`config.mk`:
```
export PLATFORM = sky130hd
export DESIGN_NAME = lane_snapshot_serializer
export DESIGN_NICKNAME = d
export VERILOG_FILES = /design/src/rtl/lane_snap_pkg.sv /design/src/rtl/lane_snapshot_serializer_fifo.sv /design/src/rtl/lane_snapshot_serializer.sv
export SDC_FILE = /design/constraint.sdc
export NUM_CORES = 1
export LEC_CHECK = 0
export CAP_MARGIN = 0
export CORE_UTILIZATION = 60
export CTS_BUF_LIST = sky130_fd_sc_hd__clkbuf_16
export DETAILED_ROUTE_END_ITERATION = 10
export GPL_TIMING_DRIVEN = 1
export PLACE_DENSITY = 0.82
export SKIP_LAST_GASP = 1
export SLEW_MARGIN = 20
export SYNTH_ARGS = -nofsm -noshare
export SYNTH_HDL_FRONTEND = slang
export SYNTH_SLANG_ARGS = --single-unit
export TNS_END_PERCENT = 30
```
`constraint.sdc`:
```
create_clock -name clk -period 3.7 [get_ports clk]
set_input_delay 0.74 -clock clk [delete_from_list [all_inputs] [get_ports clk]]
set_output_delay 0.74 -clock clk [all_outputs]
set_load 0.02 [all_outputs]
```
`src/rtl/lane_snap_pkg.sv`:
```
// Shared types for the lane snapshot serializer: lane count, snapshot layout
// and serializer states.
package lane_snap_pkg;
    localparam int unsigned LANES  = 4;
    localparam int unsigned LANE_W = 8;

    // Packed {a,b,c,d}; lane a occupies the most significant byte.
    typedef logic [LANES-1:0][LANE_W-1:0] snapshot_t;

    typedef enum logic {IDLE, SEND} state_t;
endpackage

```
`src/rtl/lane_snapshot_serializer_fifo.sv`:
```
// Snapshot FIFO with head and head+1 peek ports so the serializer can chain
// snapshots without a bubble. Pointers carry an extra wrap bit for full/empty.
module snap_fifo #(
    parameter int unsigned W     = 32,
    parameter int unsigned DEPTH = 4
) (
    input  logic                     clk,
    input  logic                     rst,
    input  logic                     push,
    input  logic                     pop,
    input  logic [W-1:0]             wdata,
    output logic [W-1:0]             head,
    output logic [W-1:0]             next,
    output logic                     full,
    output logic                     empty,
    output logic [$clog2(DEPTH):0]   level
);
    localparam int unsigned AW = $clog2(DEPTH);

    logic [W-1:0]  mem [DEPTH];
    logic [AW:0]   wptr;
    logic [AW:0]   rptr;
    logic [AW-1:0] nidx;

    always_ff @(posedge clk or negedge rst) begin
        if (!rst) begin
            wptr <= '0;
            rptr <= '0;
            for (int unsigned i = 0; i < DEPTH; i++) mem[i] <= '0;
        end else begin
            if (push) begin
                mem[wptr[AW-1:0]] <= wdata;
                wptr              <= wptr + 1'b1;
            end
            if (pop) rptr <= rptr + 1'b1;
        end
    end

    assign nidx  = rptr[AW-1:0] + 1'b1;
    assign head  = mem[rptr[AW-1:0]];
    assign next  = mem[nidx];
    assign level = wptr - rptr;
    assign empty = (wptr == rptr);
    assign full  = (wptr[AW] != rptr[AW]) && (wptr[AW-1:0] == rptr[AW-1:0]);
endmodule

```
`src/rtl/lane_snapshot_serializer.sv`:
```
// Captures {a,b,c,d} whenever any lane changes, buffers snapshots and streams
// them one lane per beat over valid/ready, counting snapshots lost to a full FIFO.
module lane_snapshot_serializer
    import lane_snap_pkg::*;
#(
    parameter int unsigned DATA_W = 8,
    parameter int unsigned DEPTH  = 4,
    parameter int unsigned CNT_W  = 8
) (
    input  logic                     clk,
    input  logic                     rst,
    input  logic                     en,
    input  logic [DATA_W-1:0]        a,
    input  logic [DATA_W-1:0]        b,
    input  logic [DATA_W-1:0]        c,
    input  logic [DATA_W-1:0]        d,
    output logic [DATA_W-1:0]        out_data,
    output logic [1:0]               out_lane,
    output logic                     out_last,
    output logic                     out_valid,
    input  logic                     out_ready,
    output logic [$clog2(DEPTH):0]   fifo_level,
    output logic [CNT_W-1:0]         drop_cnt,
    output logic                     overflow
);
    localparam int unsigned SW    = LANES * DATA_W;
    localparam int unsigned LVL_W = $clog2(DEPTH) + 1;

    function automatic logic [DATA_W-1:0] lane_of(input logic [SW-1:0] s, input logic [1:0] i);
        return s[(LANES - 1 - int'(i)) * DATA_W +: DATA_W];
    endfunction

    state_t          state;
    logic [SW-1:0]   cur, prev, snap, head, next, load_val;
    logic            first, capture, push, drop, last_pop, full, empty, load;
    logic [1:0]      nxt_idx;

    assign cur      = {a, b, c, d};
    assign capture  = en && (first || (cur != prev));
    assign last_pop = out_valid && out_ready && out_last;
    // A slot freed by the final beat in the same cycle makes room for the capture.
    assign push     = capture && (!full || last_pop);
    assign drop     = capture && full && !last_pop;
    assign nxt_idx  = out_lane + 2'd1;

    snap_fifo #(.W(SW), .DEPTH(DEPTH)) u_fifo (
        .clk   (clk),
        .rst   (rst),
        .push  (push),
        .pop   (last_pop),
        .wdata (cur),
        .head  (head),
        .next  (next),
        .full  (full),
        .empty (empty),
        .level (fifo_level)
    );

    // Pick the snapshot to start sending; live lanes bypass the FIFO read when
    // the captured entry will be the new head.
    always_comb begin
        load     = 1'b0;
        load_val = head;
        if (state == IDLE) begin
            if (!empty) begin
                load = 1'b1;
            end else if (push) begin
                load     = 1'b1;
                load_val = cur;
            end
        end else if (last_pop) begin
            if (fifo_level > LVL_W'(1)) begin
                load     = 1'b1;
                load_val = next;
            end else if (push) begin
                load     = 1'b1;
                load_val = cur;
            end
        end
    end

    always_ff @(posedge clk or negedge rst) begin
        if (!rst) begin
            state     <= IDLE;
            snap      <= '0;
            out_data  <= '0;
            out_lane  <= '0;
            out_last  <= 1'b0;
            out_valid <= 1'b0;
        end else if (load) begin
            state     <= SEND;
            snap      <= load_val;
            out_data  <= lane_of(load_val, 2'd0);
            out_lane  <= 2'd0;
            out_last  <= 1'b0;
            out_valid <= 1'b1;
        end else if (state == SEND && out_valid && out_ready) begin
            if (out_last) begin
                state     <= IDLE;
                out_valid <= 1'b0;
                out_lane  <= 2'd0;
                out_last  <= 1'b0;
            end else begin
                out_data <= lane_of(snap, nxt_idx);
                out_lane <= nxt_idx;
                out_last <= (nxt_idx == 2'd3);
            end
        end
    end

    always_ff @(posedge clk or negedge rst) begin
        if (!rst) begin
            prev     <= '0;
            first    <= 1'b1;
            drop_cnt <= '0;
            overflow <= 1'b0;
        end else begin
            if (en) begin
                prev  <= cur;
                first <= 1'b0;
            end
            if (drop) begin
                overflow <= 1'b1;
                if (drop_cnt != '1) drop_cnt <= drop_cnt + 1'b1;
            end
        end
    end
endmodule

```
# --- After elaboration in Yosys (flattened, before gate mapping) ---
# Cells that the tools add are included.
word_totals:
  mem_count: 0
  inputBits: 36
  latch_bits: 0
  ramBits: 0
  regBits: 220
  mem_bits_ro: 0
  out_inout_bits: 24
  wordCells: 86
op_classes:
  div: 0
  mux: 31
  n_eq_ne: 7
  magnitude_cmp: 5
  n_bitwise: 3
  mul: 0
  n_addsub: 7
  n_reduce_logical: 17
  shift: 1
ops:
  columns: ["op", "count"]
  rows:
  - ["$mux W32", 10]
  - ["$bmux W32 S2", 2]
  - ["$bwmux W128", 1]
  - ["$demux W32 S2", 1]
  - ["$shiftx A32 B33 Y8", 1]
  - ["$ne A32 B32 Y1", 1]
  - ["$mux W8", 3]
  - ["$mux W1", 11]
  - ["$ge A3 B3 Y1 const B", 3]
  - ["$not A2 Y3", 3]
  - ["$add A8 B1 Y8 const B", 1]
  - ["$logic_and A1 B1 Y1", 8]
  - ["$ne A8 B8 Y1 const B", 1]
  - ["$add A3 B1 Y3 const B", 2]
  - ["$mux W2", 3]
  - ["$reduce_and A2 Y1", 3]
  - ["$add A2 B1 Y2 const B", 2]
  - ["$reduce_bool A2 Y1", 2]
  - ["$eq A3 B3 Y1", 1]
  - ["$gt A3 B1 Y1 const B", 1]
  - ["$lt A3 B1 Y1 const B", 1]
  - ["$sub A2 B2 Y3 const A", 1]
  - ["$sub A3 B3 Y3", 1]
  - ["$eq A2 B2 Y1", 1]
  - ["other kinds (5)", 7]

# --- Longest topological paths before layout ---
logic_depth:
  depth_word: 11
  mapped_depth: 11

# --- Hierarchy ---
# A second synthesis with hierarchy kept.
unflattened:
  cells_unflattened: 1025
  hier_area_um2: 12645.9
by_module_without_submodules:
  columns: ["mod", "n_inst", "cells_each", "seq_area_each_um2", "area_per_inst_um2"]
  rows:
  - ["snap_fifo", 1, 385, 3353.2, 6727.7]
  - ["lane_snapshot_serializer", 1, 640, 2153.3, 5918.2]

# --- Least setup slack after synthesis ---
# Ideal clock, no wire load.
synth_timing:
  path_kind: "input port to flip-flop"
  startpoint: "input d[0]"
  endpoint: "register u_fifo.mem[0] in the netlist's numbering"
  path_slack_ns: 1.076
  stages: 10
  t_required_ns: 3.573
  arrival_time_ns: 2.496
  setup_time_ns: 0.127
  path_cell_list: "buf_2 -> xor2_1 -> nor4_1 -> and4_2 -> and3_4 -> buf_12 -> nor2_8 -> nand2_2 -> buf_6 -> mux2_1"
synth_via:
  elab_chain_len: 4
synth_rtl:
  columns: ["item", "line_no", "rtl"]
  rows:
  - ["from (decl)", "lane_snapshot_serializer.sv:16", "input logic [DATA_W-1:0] d,"]
  - ["$ne A32 B32 Y1", "lane_snapshot_serializer.sv:39", "assign capture = en && (first || (cur != prev));"]
  - ["$logic_or A1 B1 Y1", "lane_snapshot_serializer.sv:39", null]
  - ["$logic_and A1 B1 Y1", "lane_snapshot_serializer.sv:39", null]
  - ["$logic_and A1 B1 Y1", "lane_snapshot_serializer.sv:42", "assign push = capture && (!full || last_pop);"]
  - ["to (signal, indexed assignment)", "lane_snapshot_serializer_fifo.sv:32", "mem[wptr[AW-1:0]] <= wdata;"]
  - ["to (decl)", "lane_snapshot_serializer_fifo.sv:20", "logic [W-1:0] mem [DEPTH];"]
# Parallel ways exist; a longest one is shown, timed or not.
# A chain may end at the register's enable or synchronous reset.

# --- Worst setup path after layout ---
layout_timing:
  startpoint: "register u_fifo.rptr[0]"
  endpoint: "output fifo_level[2]"
layout_via:
  elab_chain_len: 1
layout_rtl:
  columns: ["item", "line_no", "rtl"]
  rows:
  - ["from (decl)", "lane_snapshot_serializer_fifo.sv:22", "logic [AW:0] rptr;"]
  - ["from (signal assigned)", "lane_snapshot_serializer_fifo.sv:35", "if (pop) rptr <= rptr + 1'b1;"]
  - ["$sub A3 B3 Y3", "lane_snapshot_serializer_fifo.sv:42", "assign level = wptr - rptr;"]
  - ["to (decl)", "lane_snapshot_serializer.sv:22", "output logic [$clog2(DEPTH):0] fifo_level,"]
# No other way between the ends.

==> metrics.txt <==
# TYPE chip_impl_metric gauge
chip_impl_metric{name="syn_warnings",unit=""} 0
chip_impl_info{name="most-common-layout-cells",value="dfrtp_1, mux2_1, nor2_1"} 1
chip_impl_metric{name="die_height",unit="µm"} 146.7
chip_impl_metric{name="yosysSeqAreaShare",unit="%"} 43.84
chip_impl_metric{name="cts.hold.buffers_added",unit=""} 0
chip_impl_metric{name="net-switching-power",unit="W"} 0.005623
chip_impl_metric{name="via_count",unit=""} 9106
chip_impl_info{name="setup.worst_path.start_class",value="register"} 1
chip_impl_metric{name="final_hold_viol_count",unit=""} 0
chip_impl_info{name="crit_chain",value="ha_1 -> fa_1 -> xnor3_1 -> inv_2 -> clkdlybuf4s50_1"} 1
chip_impl_metric{name="synth_nets",unit=""} 1081
chip_impl_metric{name="ff2ff_path_depth",unit=""} 9
chip_impl_metric{name="synthArstFlopShare",unit="%"} 100.0
chip_impl_metric{name="static-leakage-power",unit="nW"} 5.579
chip_impl_metric{name="first_global_vias",unit=""} 9317
chip_impl_metric{name="critical_path.max_fanout",unit=""} 30
chip_impl_metric{name="synth_seq_cells",unit=""} 220
chip_impl_metric{name="detailed_router_iteration_count_before_antenna_repair",unit=""} 6
chip_impl_metric{name="grt_use_total",unit="%"} 30.86
chip_impl_metric{name="internal_power",unit="W"} 0.008127
chip_impl_metric{name="grt_first_pass_wirelength",unit="µm"} 51690
chip_impl_metric{name="timing.clock.skew",unit="ns"} 0.01723
chip_impl_metric{name="synth_area",unit="µm²"} 12560
chip_impl_metric{name="synth_enable_flop_cells",unit=""} 0
chip_impl_metric{name="layout.cell_area.non_filler",unit="µm²"} 14020
chip_impl_info{name="worstSetupPathType",value="register to output port"} 1
chip_impl_metric{name="wl_per_cell",unit="µm"} 23.87
chip_impl_metric{name="power.share.sequential",unit="%"} 32.4
chip_impl_metric{name="post_synth_inst_count",unit=""} 1035
chip_impl_metric{name="layout_min_cycle_time",unit="ns"} 3.592
chip_impl_metric{name="clkPwrFrac",unit="%"} 16.4
chip_impl_metric{name="timing.setup.tns",unit="ns"} 0
chip_impl_metric{name="cts-buffers-inserted",unit=""} 24
chip_impl_metric{name="postCtsSetupRepairBufs",unit=""} 0
chip_impl_metric{name="ant_nets",unit=""} 0
chip_impl_info{name="holdCritPathClass",value="input port to async pin"} 1
chip_impl_metric{name="critical_path.max_stage_delay",unit="ns"} 0.67
chip_impl_metric{name="syn_area_per_cell",unit="µm²"} 12.14
chip_impl_metric{name="count_of_max_cap_constraint_violations",unit=""} 0
chip_impl_metric{name="drt_iter0_drc",unit=""} 776
chip_impl_metric{name="areaGrowthSynthToFinish",unit="%"} 11.65
chip_impl_metric{name="grt_start_max_net_pins",unit=""} 96
chip_impl_info{name="endpoint_kind",value="output port"} 1
chip_impl_metric{name="multiInputGateArea",unit="µm²"} 6337
chip_impl_metric{name="power.share.switching",unit="%"} 40.89
chip_impl_metric{name="htree_levels",unit=""} 1
chip_impl_info{name="layout.cells.most_common",value="dfrtp_1"} 1
chip_impl_metric{name="drt_drc_violations_left",unit=""} 0
chip_impl_metric{name="core",unit="µm²"} 20360
chip_impl_metric{name="finalNetCount",unit=""} 1102
chip_impl_metric{name="worst-slew-pin-transition",unit="ns"} 0.9756
chip_impl_metric{name="cts_sinks",unit=""} 220
chip_impl_metric{name="worst_slew_margin_rel",unit="%"} 34.72
chip_impl_metric{name="layout.core_utilization",unit="%"} 68.87
chip_impl_metric{name="cp_data_required_time",unit="ns"} 2.96
chip_impl_info{name="result_of_the_run",value="complete, no violations"} 1
chip_impl_metric{name="viasPerCell",unit=""} 6.770
chip_impl_metric{name="io_pins",unit=""} 60
chip_impl_info{name="grt_setup_unrepaired",value="no"} 1
chip_impl_metric{name="finalMaxSlewViolations",unit=""} 0
chip_impl_metric{name="initial_core_util",unit="%"} 61.68
chip_impl_info{name="ctsRootBufferMaster",value="clkbuf_16"} 1
chip_impl_metric{name="initial_antenna_violation_count",unit=""} 1
chip_impl_metric{name="fmaxAchievable",unit="MHz"} 278.4
chip_impl_metric{name="dpl_cell_area",unit="µm²"} 13290
chip_impl_info{name="cts_tree",value="yes"} 1
chip_impl_metric{name="die_x",unit="µm"} 146.7
chip_impl_metric{name="power_density",unit="nW/µm²"} 980.4
chip_impl_metric{name="comb_power_share",unit="%"} 51.1
chip_impl_metric{name="port_buffers",unit=""} 59
chip_impl_metric{name="hpwlAfterDp",unit="µm"} 20510
chip_impl_info{name="cpMaxStageDelayCell",value="dfrtp_4"} 1
chip_impl_metric{name="routed_wl",unit="µm"} 32100
chip_impl_metric{name="rows",unit=""} 52
chip_impl_metric{name="place_ws",unit="ns"} 0.1426
chip_impl_metric{name="remaining_overflow_grt",unit=""} 0
chip_impl_metric{name="clock_latency",unit="ns"} 0.53
chip_impl_metric{name="clk_path_buf_depth",unit=""} 3
chip_impl_info{name="critical_path.reg2reg.startpoint",value="u_fifo.rptr[0]$_DFFE_PN0P_"} 1
chip_impl_metric{name="die-area",unit="µm²"} 21520
chip_impl_metric{name="path_clk_slew",unit="ns"} 0.06
chip_impl_info{name="regToRegEndpoint",value="out_data[0]$_DFFE_PN0P_"} 1
chip_impl_metric{name="num-fill-cells",unit=""} 1458
chip_impl_metric{name="endpoints_failing_setup",unit=""} 0
chip_impl_info{name="synthFlopType",value="dfrtp_1"} 1
chip_impl_metric{name="setup_ws",unit="ns"} 0.1075
chip_impl_metric{name="power.ir.vdd_worst",unit="mV"} 0.5839
chip_impl_metric{name="gp_congestion",unit=""} 0.8991
chip_impl_metric{name="layout-drive-gt1-share",unit="%"} 20.86
chip_impl_metric{name="period_share",unit="%"} 97.09
chip_impl_metric{name="postCtsResizedCells",unit=""} 0
chip_impl_metric{name="timing.critical_path.arrival",unit="ns"} 2.85
chip_impl_metric{name="r2r_slack",unit="ns"} 0.45
chip_impl_metric{name="synth.lib_cells_used.distinct",unit=""} 52
chip_impl_metric{name="register_area",unit="µm²"} 5510
-- registers in the layout, indices dropped and copies added (netlist names) --
register and flops:
u_fifo.mem 128, prev 32, snap 32, drop_cnt 8
out_data 8, u_fifo.rptr 3, u_fifo.wptr 3, out_lane 2
first 1, out_last 1, overflow 1, state 1
-- final cells by class --
cell class | instances | area share, %
Antenna cell | 1 | 0.01784
Clock buffer | 24 | 4.282
Clock inverter | 20 | 0.9367
Inverter | 9 | 0.2409
Multi-Input combinational cell | 693 | 45.19
Sequential cell | 220 | 39.29
Tap cell | 270 | 2.409
Timing Repair Buffer | 108 | 7.637
-- power groups by stage --
stage	sequential [W]	clock (W)	combinational, W
2_1_floorplan	0.00412	0	0.00534
3_3_place_gp	0.00437	0	0.00673
3_5_place_dp	0.00448	0	0.00694
4_1_cts	0.00444	0.00228	0.00701
5_1_grt	0.00460	0.00237	0.00756
6_report	0.00446	0.00226	0.00703
-- critical path, delay by kind of cell (launching register included) --
kind / cells / cell delay, ns
xor gates and xnor gates: 1 / 0.23
adders and majority gates: 2 / 0.74
buffers and inverters: 2 / 0.68
DFF: 1 / 0.67
-- per-layer routing --
| metal | global-route usage (%) | vias to the layer above | routed length, µm |
|---|---|---|---|
| li1 | - | 3874 | - |
| met1 | 41.04 | 4618 | 12460 |
| met2 | 49.86 | 517 | 15400 |
| met3 | 6.242 | 97 | 2939 |
| met4 | 12.66 | 0 | 1306 |
| met5 | 0 | - | 0 |
-- cells by family after synthesis --
| family | share of synthesized area (%) |
|---|---|
| xor gates and xnor gates | 3.247 |
| DFF | 43.84 |
| buffers and inverters | 5.837 |
| adders and majority gates | 1.056 |
| and+or+nand+nor | 8.079 |
| muxes | 28.05 |
| AOI/OAI and AO/OA | 9.891 |
-- worst max path at each step --
stage	from	end	slack [ns]	cells after the start
after global placement	b[6]	u_fifo.mem[9]$_DFFE_PN0P_	0.17	9
after global routing	u_fifo.rptr[0]$_DFFE_PN0P_	fifo_level[2]	0.02	5
after floorplan	d[0]	u_fifo.mem[0]$_DFFE_PN0P_	1.08	10
final	u_fifo.rptr[0]$_DFFE_PN0P_	fifo_level[2]	0.11	5
after CTS	u_fifo.rptr[0]$_DFFE_PN0P_	fifo_level[2]	0.07	5
after detailed placement	b[6]	u_fifo.mem[82]$_DFFE_PN0P_	0.14	9
-- cells in the mapped netlist, drive strengths merged (24+ instances only) --
cell type / n / share of area [%]
nand2: 45 / 1.4
mux2: 162 / 15
a21o: 32 / 1.9
nand3: 43 / 1.8
a31oi: 26 / 1.5
dfrtp: 219 / 44
buf: 82 / 4.6
o21ai: 35 / 1.4
nor2: 92 / 2.9
clkbuf: 31 / 0.93
mux4: 71 / 13
xnor2: 30 / 2.1
a211o: 24 / 1.7
o41ai: 24 / 1.7
-- metrics by stage --
stage | std cells | power (W) | hold slack, ns
after CTS | 1344 | 0.01372 | 0.2838
final | 1345 | 0.01375 | 0.2550
after floorplan | 1035 | 0.009466 | 0.4444
after global placement | 1300 | 0.01110 | 0.4726
after detailed placement | 1300 | 0.01141 | 0.4813
after global routing | 1344 | 0.01452 | 0.3061
Note: power is estimated with default switching activity, not from simulation.
